<file path="src/rtl/i2c_master_arb2.sv">
// i2c_master_arb2
// Two-requester round-robin arbiter in front of a single I2C master.
// A requester asks with rN_req, owns the master while rN_gnt is high and
// talks to the master FIFOs through its own cmd/rxd port; a non-owner sees a
// full command FIFO and an empty receive FIFO.
//
// Ports:
//   clk, rst_n                       clock, synchronous active-low reset
//   rN_req / rN_gnt                  request / registered grant (N = 0,1)
//   rN_cmd_push/_din/_full           requester command FIFO port
//   rN_rxd_pop/_dout/_empty          requester receive FIFO port
//   rN_done                          1-cycle pulse on transaction completion
//   rN_err                           NAK seen during the most recent grant
//   m_cmd_push/_din/_full            master command FIFO
//   m_rxd_pop/_dout/_empty           master receive FIFO
//   m_txd_cmp, m_rxd_cmp             master completion pulses
//   m_addr_nak, m_data_nak           master NAK pulses
module i2c_master_arb2 #(
   parameter int CMD_W = 10,
   parameter int RXD_W = 8
) (
   input  logic             clk,
   input  logic             rst_n,

   input  logic             r0_req,
   output logic             r0_gnt,
   input  logic             r0_cmd_push,
   input  logic [CMD_W-1:0] r0_cmd_din,
   output logic             r0_cmd_full,
   input  logic             r0_rxd_pop,
   output logic [RXD_W-1:0] r0_rxd_dout,
   output logic             r0_rxd_empty,
   output logic             r0_done,
   output logic             r0_err,

   input  logic             r1_req,
   output logic             r1_gnt,
   input  logic             r1_cmd_push,
   input  logic [CMD_W-1:0] r1_cmd_din,
   output logic             r1_cmd_full,
   input  logic             r1_rxd_pop,
   output logic [RXD_W-1:0] r1_rxd_dout,
   output logic             r1_rxd_empty,
   output logic             r1_done,
   output logic             r1_err,

   output logic             m_cmd_push,
   output logic [CMD_W-1:0] m_cmd_din,
   input  logic             m_cmd_full,
   output logic             m_rxd_pop,
   input  logic [RXD_W-1:0] m_rxd_dout,
   input  logic             m_rxd_empty,
   input  logic             m_txd_cmp,
   input  logic             m_rxd_cmp,
   input  logic             m_addr_nak,
   input  logic             m_data_nak
);

   typedef enum logic [1:0] {
      IDLE = 2'd0,
      OWN  = 2'd1,
      DONE = 2'd2
   } state_t;

   state_t     state_q, state_d;
   logic       owner_q, owner_d;
   logic       last_q,  last_d;
   logic [1:0] gnt_q, done_q, err_q;

   logic [1:0] req;
   logic       win;
   logic       cmp;
   logic       nak;

   assign req = {r1_req, r0_req};
   assign cmp = m_txd_cmp | m_rxd_cmp;
   assign nak = m_addr_nak | m_data_nak;

   // On a tie the requester that did not win last time gets the master.
   assign win = r0_req ? (r1_req ? ~last_q : 1'b0) : 1'b1;

   // State register plus the registered grant/done/err flags
   always_ff @(posedge clk) begin
      if (!rst_n) begin
         state_q <= IDLE;
         owner_q <= 1'b0;
         last_q  <= 1'b1;
         gnt_q   <= '0;
         done_q  <= '0;
         err_q   <= '0;
      end else begin
         state_q <= state_d;
         owner_q <= owner_d;
         last_q  <= last_d;

         // Grant follows the next state so it is high exactly in OWN/DONE.
         gnt_q <= '0;
         if (state_d != IDLE) begin
            gnt_q[owner_d] <= 1'b1;
         end

         done_q <= '0;
         if (state_q == OWN && cmp) begin
            done_q[owner_q] <= 1'b1;
         end

         // Clear on grant entry; set only while someone owns the master,
         // so NAKs arriving in IDLE are dropped.
         if (state_q == IDLE && state_d == OWN) begin
            err_q[owner_d] <= 1'b0;
         end else if (state_q != IDLE && nak) begin
            err_q[owner_q] <= 1'b1;
         end
      end
   end

   // Next-state logic
   always_comb begin
      state_d = state_q;
      owner_d = owner_q;
      last_d  = last_q;
      case (state_q)
         IDLE: begin
            if (r0_req || r1_req) begin
               state_d = OWN;
               owner_d = win;
               last_d  = win;
            end
         end
         OWN: begin
            // Request drop is ignored here: the I2C transfer cannot be aborted.
            if (cmp) begin
               state_d = DONE;
            end
         end
         DONE: begin
            if (!req[owner_q]) begin
               state_d = IDLE;
            end
         end
         default: state_d = IDLE;
      endcase
   end

   // Output logic: route the owner's FIFO ports to the master
   always_comb begin
      logic active;
      active = (state_q != IDLE);

      m_cmd_push   = 1'b0;
      m_cmd_din    = '0;
      m_rxd_pop    = 1'b0;
      r0_cmd_full  = 1'b1;
      r0_rxd_empty = 1'b1;
      r0_rxd_dout  = '0;
      r1_cmd_full  = 1'b1;
      r1_rxd_empty = 1'b1;
      r1_rxd_dout  = '0;

      if (active) begin
         if (owner_q) begin
            m_cmd_push   = r1_cmd_push;
            m_cmd_din    = r1_cmd_din;
            m_rxd_pop    = r1_rxd_pop;
            r1_cmd_full  = m_cmd_full;
            r1_rxd_empty = m_rxd_empty;
            r1_rxd_dout  = m_rxd_dout;
         end else begin
            m_cmd_push   = r0_cmd_push;
            m_cmd_din    = r0_cmd_din;
            m_rxd_pop    = r0_rxd_pop;
            r0_cmd_full  = m_cmd_full;
            r0_rxd_empty = m_rxd_empty;
            r0_rxd_dout  = m_rxd_dout;
         end
      end
   end

   assign r0_gnt  = gnt_q[0];
   assign r1_gnt  = gnt_q[1];
   assign r0_done = done_q[0];
   assign r1_done = done_q[1];
   assign r0_err  = err_q[0];
   assign r1_err  = err_q[1];

endmodule

</file>
<file path="config.mk">
export PLATFORM = sky130hd
export DESIGN_NAME = i2c_master_arb2
export DESIGN_NICKNAME = d
export VERILOG_FILES = /design/src/rtl/i2c_master_arb2.sv
export SDC_FILE = /design/constraint.sdc
export NUM_CORES = 1
export LEC_CHECK = 0
export ABC_AREA = 1
export CAP_MARGIN = 30
export CORE_MARGIN = 2
export CORE_UTILIZATION = 27
export CTS_CLUSTER_SIZE = 28
export DETAILED_ROUTE_END_ITERATION = 8
export PLACE_DENSITY = 0.89
export SYNTH_ARGS = -nofsm -noshare
export SYNTH_HDL_FRONTEND = slang
export SYNTH_SLANG_ARGS = --single-unit
</file>
<file path="constraint.sdc">
create_clock -name clk -period 1.3 [get_ports clk]
set_input_delay 0.26 -clock clk [delete_from_list [all_inputs] [get_ports clk]]
set_output_delay 0.26 -clock clk [all_outputs]
set_load 0.1 [all_outputs]
</file>
==> results.md, run 1 <==
Run status:
- The flow did not finish.
- Progress stopped at 5_1_grt.
- The tool reported: "[ERROR DPL-0038] Utilization greater than 100%, impossible to legalize".

STA:
- When the last timing repair stopped, the worst path ended at m_cmd_din[3].
- After the last repair the worst path ends at an output port.

Synthesis:
- Of all cell types, the one taking the most synthesized area is sky130_fd_sc_hd__dfxtp_1.
- The synthesized instance count is 110.
- After synthesis, the cell types taking the most area are sky130_fd_sc_hd__dfxtp_1 (29%), sky130_fd_sc_hd__nor2_1 (16%), sky130_fd_sc_hd__a22o_1 (14%), sky130_fd_sc_hd__nand2_1 (11%), sky130_fd_sc_hd__inv_1 (9.6%).
- After synthesis, the share of flip-flops with an asynchronous set or reset is 0.
- By count the netlist is led by sky130_fd_sc_hd__nor2_1 (29), sky130_fd_sc_hd__nand2_1 (20), sky130_fd_sc_hd__inv_1 (18).
- The cell area after synthesis is around 700 um2.
- Dividing the synthesized area by the synthesized cell count gives ~6.4 um2.
- Of the synthesized area, sequential elements account for 0.285.
- Synthesis inferred 10 register bits.
- The count of yosys warnings during synthesis is 0.
- The area share of the leading cell type in the synthesized netlist is 0.285.
- Among all cell types in the netlist, the one instantiated most often is sky130_fd_sc_hd__nor2_1.
- The most frequently used flop master after synthesis is sky130_fd_sc_hd__dfxtp_1.
- Counting every net in the synthesized netlist gives 152.
- The number of enable-type register cells in the synthesized netlist is 0.
- The number of unique standard cell types used by synthesis is 17.

Clock network:
- CTS built an H-tree with a depth of 1.
- The CTS buffer count is 3.
- The count of clock tree sinks is 10.
- Counting along the longest clock path gives a buffer depth of 2.
- CTS placed an instance of sky130_fd_sc_hd__clkbuf_4 at the clock tree root.
- Hold repair after CTS inserted 0 buffers.
- The number of buffers inserted to repair setup after CTS is 0.

Placed design:
- The post-detailed-placement half-perimeter wirelength is 3760 um.
- The number of buffers inserted by port buffering is 79.
- The number of placed instances, taps included, is 231.
- At the placement stage, the worst setup path has a slack of -0.265 ns.
- Routability-driven placement finished with a final weighted congestion of 0.877.

Floorplanning:
- For this configuration, the core starts out at a cell density of 0.283.
- Row generation in the floorplan step produced 18 rows.
- During I/O placement, the number of pins put on the boundary was 80.
- The height of the chip is 55.0 um.
- The width of the chip is approximately 55 um.

Global route:
- Entering global routing, the biggest net connects 15 pins.
==> what timing repair did <==
action                     in CTS
pin swaps                       8
setup endpoints to repair      38
resized for setup               7
==> cell families after synthesis <==
family          count (synthesis)  synth area share
flops                          10             0.285
buf+inv                        25             0.166
simple gates                   56             0.344
compound gates                 19             0.205
==> stage by stage <==
stage	instance area, um2	util	hold slack [ns]
after detailed placement	2330	0.940	0.494
after global placement	2330	0.940	0.490
after CTS	2380	0.961	0.576
after floorplan	1010	-	0.359
==> run 2, diff against run 1 <==
CORE_AREA = 2 2 63 65   (was unset)
CORE_MARGIN = unset   (was 2)
CORE_UTILIZATION = unset   (was 27)
CTS_CLUSTER_SIZE = unset   (was 28)
DIE_AREA = 0 0 65 67   (was unset)
PLACE_DENSITY = unset   (was 0.89)
PLACE_DENSITY_LB_ADDON = 0.15   (was unset)
==> results.md, run 2 <==
STA:
- The number of max-slew violations in the final report was 0.
- The setup skew after layout is 0.00532 ns.
- The number of failing hold endpoints at the final stage is 0.
- The slew at the pin closest to its max-slew limit is 0.251 ns.
- In the finished design, the share of the clock period the worst path needs comes to 1.21.
- Setup repair after global routing could not meet its margin everywhere.
- The post-route minimum period is 1.57 ns.
- Across all setup checks in the final design, the least slack found is -0.269 ns.
- The final total negative setup slack is -7.78 ns.
- Headroom to the max-slew limit came out at 0.833.
- The fmax is approximately 640 MHz.
- The final number of setup-violating endpoints is 32.

Power:
- The clock power share is 0.135.
- The share of total power dissipated in combinational logic is 0.722.
- The highest ir drop seen on vdd is around 650 uV.
- Of the total power, the share spent switching nets is 0.497.
- The cell-internal power is around 1300 uW.
- The power density over the cells is about 1000 nW/um2.
- The switching power is about 1300 uW.
- The sequential share of power is 0.143.
- The overall power is around 2600 uW.
- The static power due to leakage is approximately 0.0011 uW.

Cells and area:
- Excluding fillers, the count of instances in the completed layout stands at between 200 and 300.
- Leaving out fill and tap cells, the most frequent cell in the layout is sky130_fd_sc_hd__buf_12.
- The end-of-flow core utilization is 0.679.
- The final layout net count is roughly 250.
- In the layout the commonest cells are sky130_fd_sc_hd__buf_12 (43), sky130_fd_sc_hd__clkdlybuf4s50_1 (41), sky130_fd_sc_hd__inv_1 (18), sky130_fd_sc_hd__nor2_4 (16), sky130_fd_sc_hd__nand2_1 (16).
- The area growth from synthesis to layout is 249%.
- The antenna diode count is 0.
- In the final layout, the share of cells above drive strength 1 is 0.495.

Synthesis:
- In the synthesized netlist the dominant register cell turns out to be sky130_fd_sc_hd__dfxtp_1.
- The area share of the leading cell type in the synthesized netlist is 0.285 (unchanged).
- The number of storage elements in the synthesis netlist came to 10 (unchanged).
- The share of flip-flops with an asynchronous set or reset after synthesis is 0 (unchanged).
- The average cell area after synthesis is 6.38 um2 (unchanged).
- By instance count, the leading cell after synthesis is sky130_fd_sc_hd__nor2_1.
- The number of unique standard cell types used by synthesis was 17 (unchanged).
- The synthesized netlist net count is 152 (unchanged).
- The cell area after synthesis is 702 um2 (unchanged).
- The cell accounting for the most synthesized area is sky130_fd_sc_hd__dfxtp_1.
- Ranked by total cell area, the synthesized netlist is headed by sky130_fd_sc_hd__dfxtp_1 (29%), sky130_fd_sc_hd__nor2_1 (16%), sky130_fd_sc_hd__a22o_1 (14%), sky130_fd_sc_hd__nand2_1 (11%), sky130_fd_sc_hd__inv_1 (9.6%).
- The count of yosys warnings during synthesis is 0 (unchanged).
- The share of synthesized area occupied by flip-flops and latches came to 0.285 (unchanged).
- The synthesized instance count is 110 (unchanged).
- The number of enable-type register cells in the synthesized netlist is 0 (unchanged).
- After synthesis, the most frequently instantiated cells are sky130_fd_sc_hd__nor2_1 (29), sky130_fd_sc_hd__nand2_1 (20), sky130_fd_sc_hd__inv_1 (18).

Global route:
- The initial antenna violation count is 0.
- The remaining global-route overflow is 0.
- The first global-routing pass estimated between 4000 and 5000 um of wire.
- The largest net degree at the start of global routing is 15.
- The via count of the first global-routing pass is between 1000 and 1500.
- In the global route stage, overall resource usage came out at 0.145.

Floorplanning:
- The die area is about 4400 um2.
- The count of boundary I/O pins came to 80 (unchanged).
- The row count is 22 (+4).
- In this run the standard cell core region covers ~3600 um2.
- The width of the chip is 65 um (+18%).
- The starting utilization of the core area is 0.195 (-0.0887).
- The height of the chip is 67 um (+22%).

Clock network:
- The count of clock tree sinks is 10 (unchanged).
- The maximum buffer depth of the clock tree was 2 (unchanged).
- The CTS tree is done.
- The CTS buffer count is 3 (unchanged).
- The clock-pin slew reported for the worst setup and hold paths after clock tree synthesis is 0.05 ns.
- The H-tree depth reported by CTS is 1 (unchanged).
- The clock latency at the later pin of the worst-skew pair is 0.25 ns.
- The clock root buffer master is sky130_fd_sc_hd__clkbuf_8.

Routing:
- The count of unresolved DRC violations after routing is 0.
- The overall routed net length is 3190 um.
- In this run the remaining antenna-violating nets after routing total 0.
- For this block, the initial DRC count from the detailed router was 33.
- Dividing the detail-routed via count by the number of cells gives 4.29.
- Before antenna repair, the detailed router went through 4 iterations.
- The overall via count from detail_route is 1090.
- After detailed routing, the average wire length per cell comes to 12.6 um.

Setup path:
- The required time at the worst-slack endpoint is 1.04 ns.
- The biggest fanout along the worst timing path is 13.
- The critical path arrival is ~1.3 ns.
- For the worst flop-to-flop path, the logic depth is 8.
- The kind of end point of the critical path is an output port.
- The kind of critical path is reg2out.
- The element type at the critical path start is a flop.

Placed design:
- The number of buffers inserted by port buffering is 79 (unchanged).
- The placed cell count is 245 (+6.1%).
- The post-detailed-placement half-perimeter wirelength is 2650 um (-30%).
- The post-place setup slack came to -0.117 ns (+0.148 ns).
- The last weighted congestion value of the routability-driven placer is 0.881 (+0.40%).

Hold path:
- The tightest min-delay check is of the reg2reg type.
- The number of cells traversed by the worst hold path is 2.

Run status:
- The checks that failed: negative setup slack.
- The flow ran to the end, but the final reports show violations.

Run:
- Across the run, the number of max-cap violations was 0.
## run 2: power by group through the flow
| stage | registers [uW] | logic, uW | clock network (uW) |
|---|---|---|---|
| 3_5_place_dp | 370 | 1820 | 0 |
| 6_report | 364 | 1840 | 345 |
| 5_1_grt | 367 | 1910 | 363 |
| 4_1_cts | 364 | 1850 | 352 |
| 3_3_place_gp | 369 | 1800 | 0 |
| 2_1_floorplan | 464 | 1020 | 0 |
## run 2: repair_timing
action / CTS / global route
setup buffers: 4 / 1
pin swaps: 12 / 1
setup endpoints to repair: 32 / 36
hold endpoints to repair: 0 / 0
resized for setup: 4 / 2
hold buffers: 0 / 0
gates cloned: 0 / 0
## run 2: final cells by class
class / instances / area, um2
repair buffers: 94 / 1350
fillers: 266 / 1160
clock buffers: 4 / 45.0
well taps: 48 / 60.1
multi-input cells: 75 / 676
inverters: 23 / 115
flip-flops and latches: 10 / 208
## run 2: cell families after synthesis
kind of cell	after synthesis	synth area share
DFF	10	0.285
buffers and inverters	25	0.166
AOI/OAI and AO/OA	19	0.205
and+or+nand+nor	56	0.344
## run 2: critical path: stages, from the launching register on
cell and delay (ns):
sky130_fd_sc_hd__dfxtp_2 0.32, sky130_fd_sc_hd__inv_2 0.07, sky130_fd_sc_hd__nand2_4 0.10, sky130_fd_sc_hd__nand2_8 0.10
sky130_fd_sc_hd__inv_12 0.06, sky130_fd_sc_hd__a22o_4 0.25, sky130_fd_sc_hd__buf_12 0.16
## run 2: final timing paths
check                                 from           end  slack (ns)
worst max-delay path            state_q[1]  m_cmd_din[3]       -0.27
worst min-delay path              err_q[1]      err_q[1]        0.49
worst max register to register  state_q[1]      err_q[1]        0.13
worst min register to register    err_q[1]      err_q[1]        0.49
## run 2: metal layers
layer	track usage	vias up	wire length [um]
li1	-	542	-
met1	0.183	494	1290
met2	0.240	49	1610
met3	0.0253	5	246
met4	0.0638	0	44
met5	0	-	0
## run 2: through the flow
step / area [um2] / hold WS (ns)
after floorplan: 1010 / 0.359
after global placement: 2320 / 0.487
after detailed placement: 2320 / 0.492
after CTS: 2440 / 0.500
after global routing: 2450 / 0.528
final: 2450 / 0.494
Power figures use the tool's default switching activity.
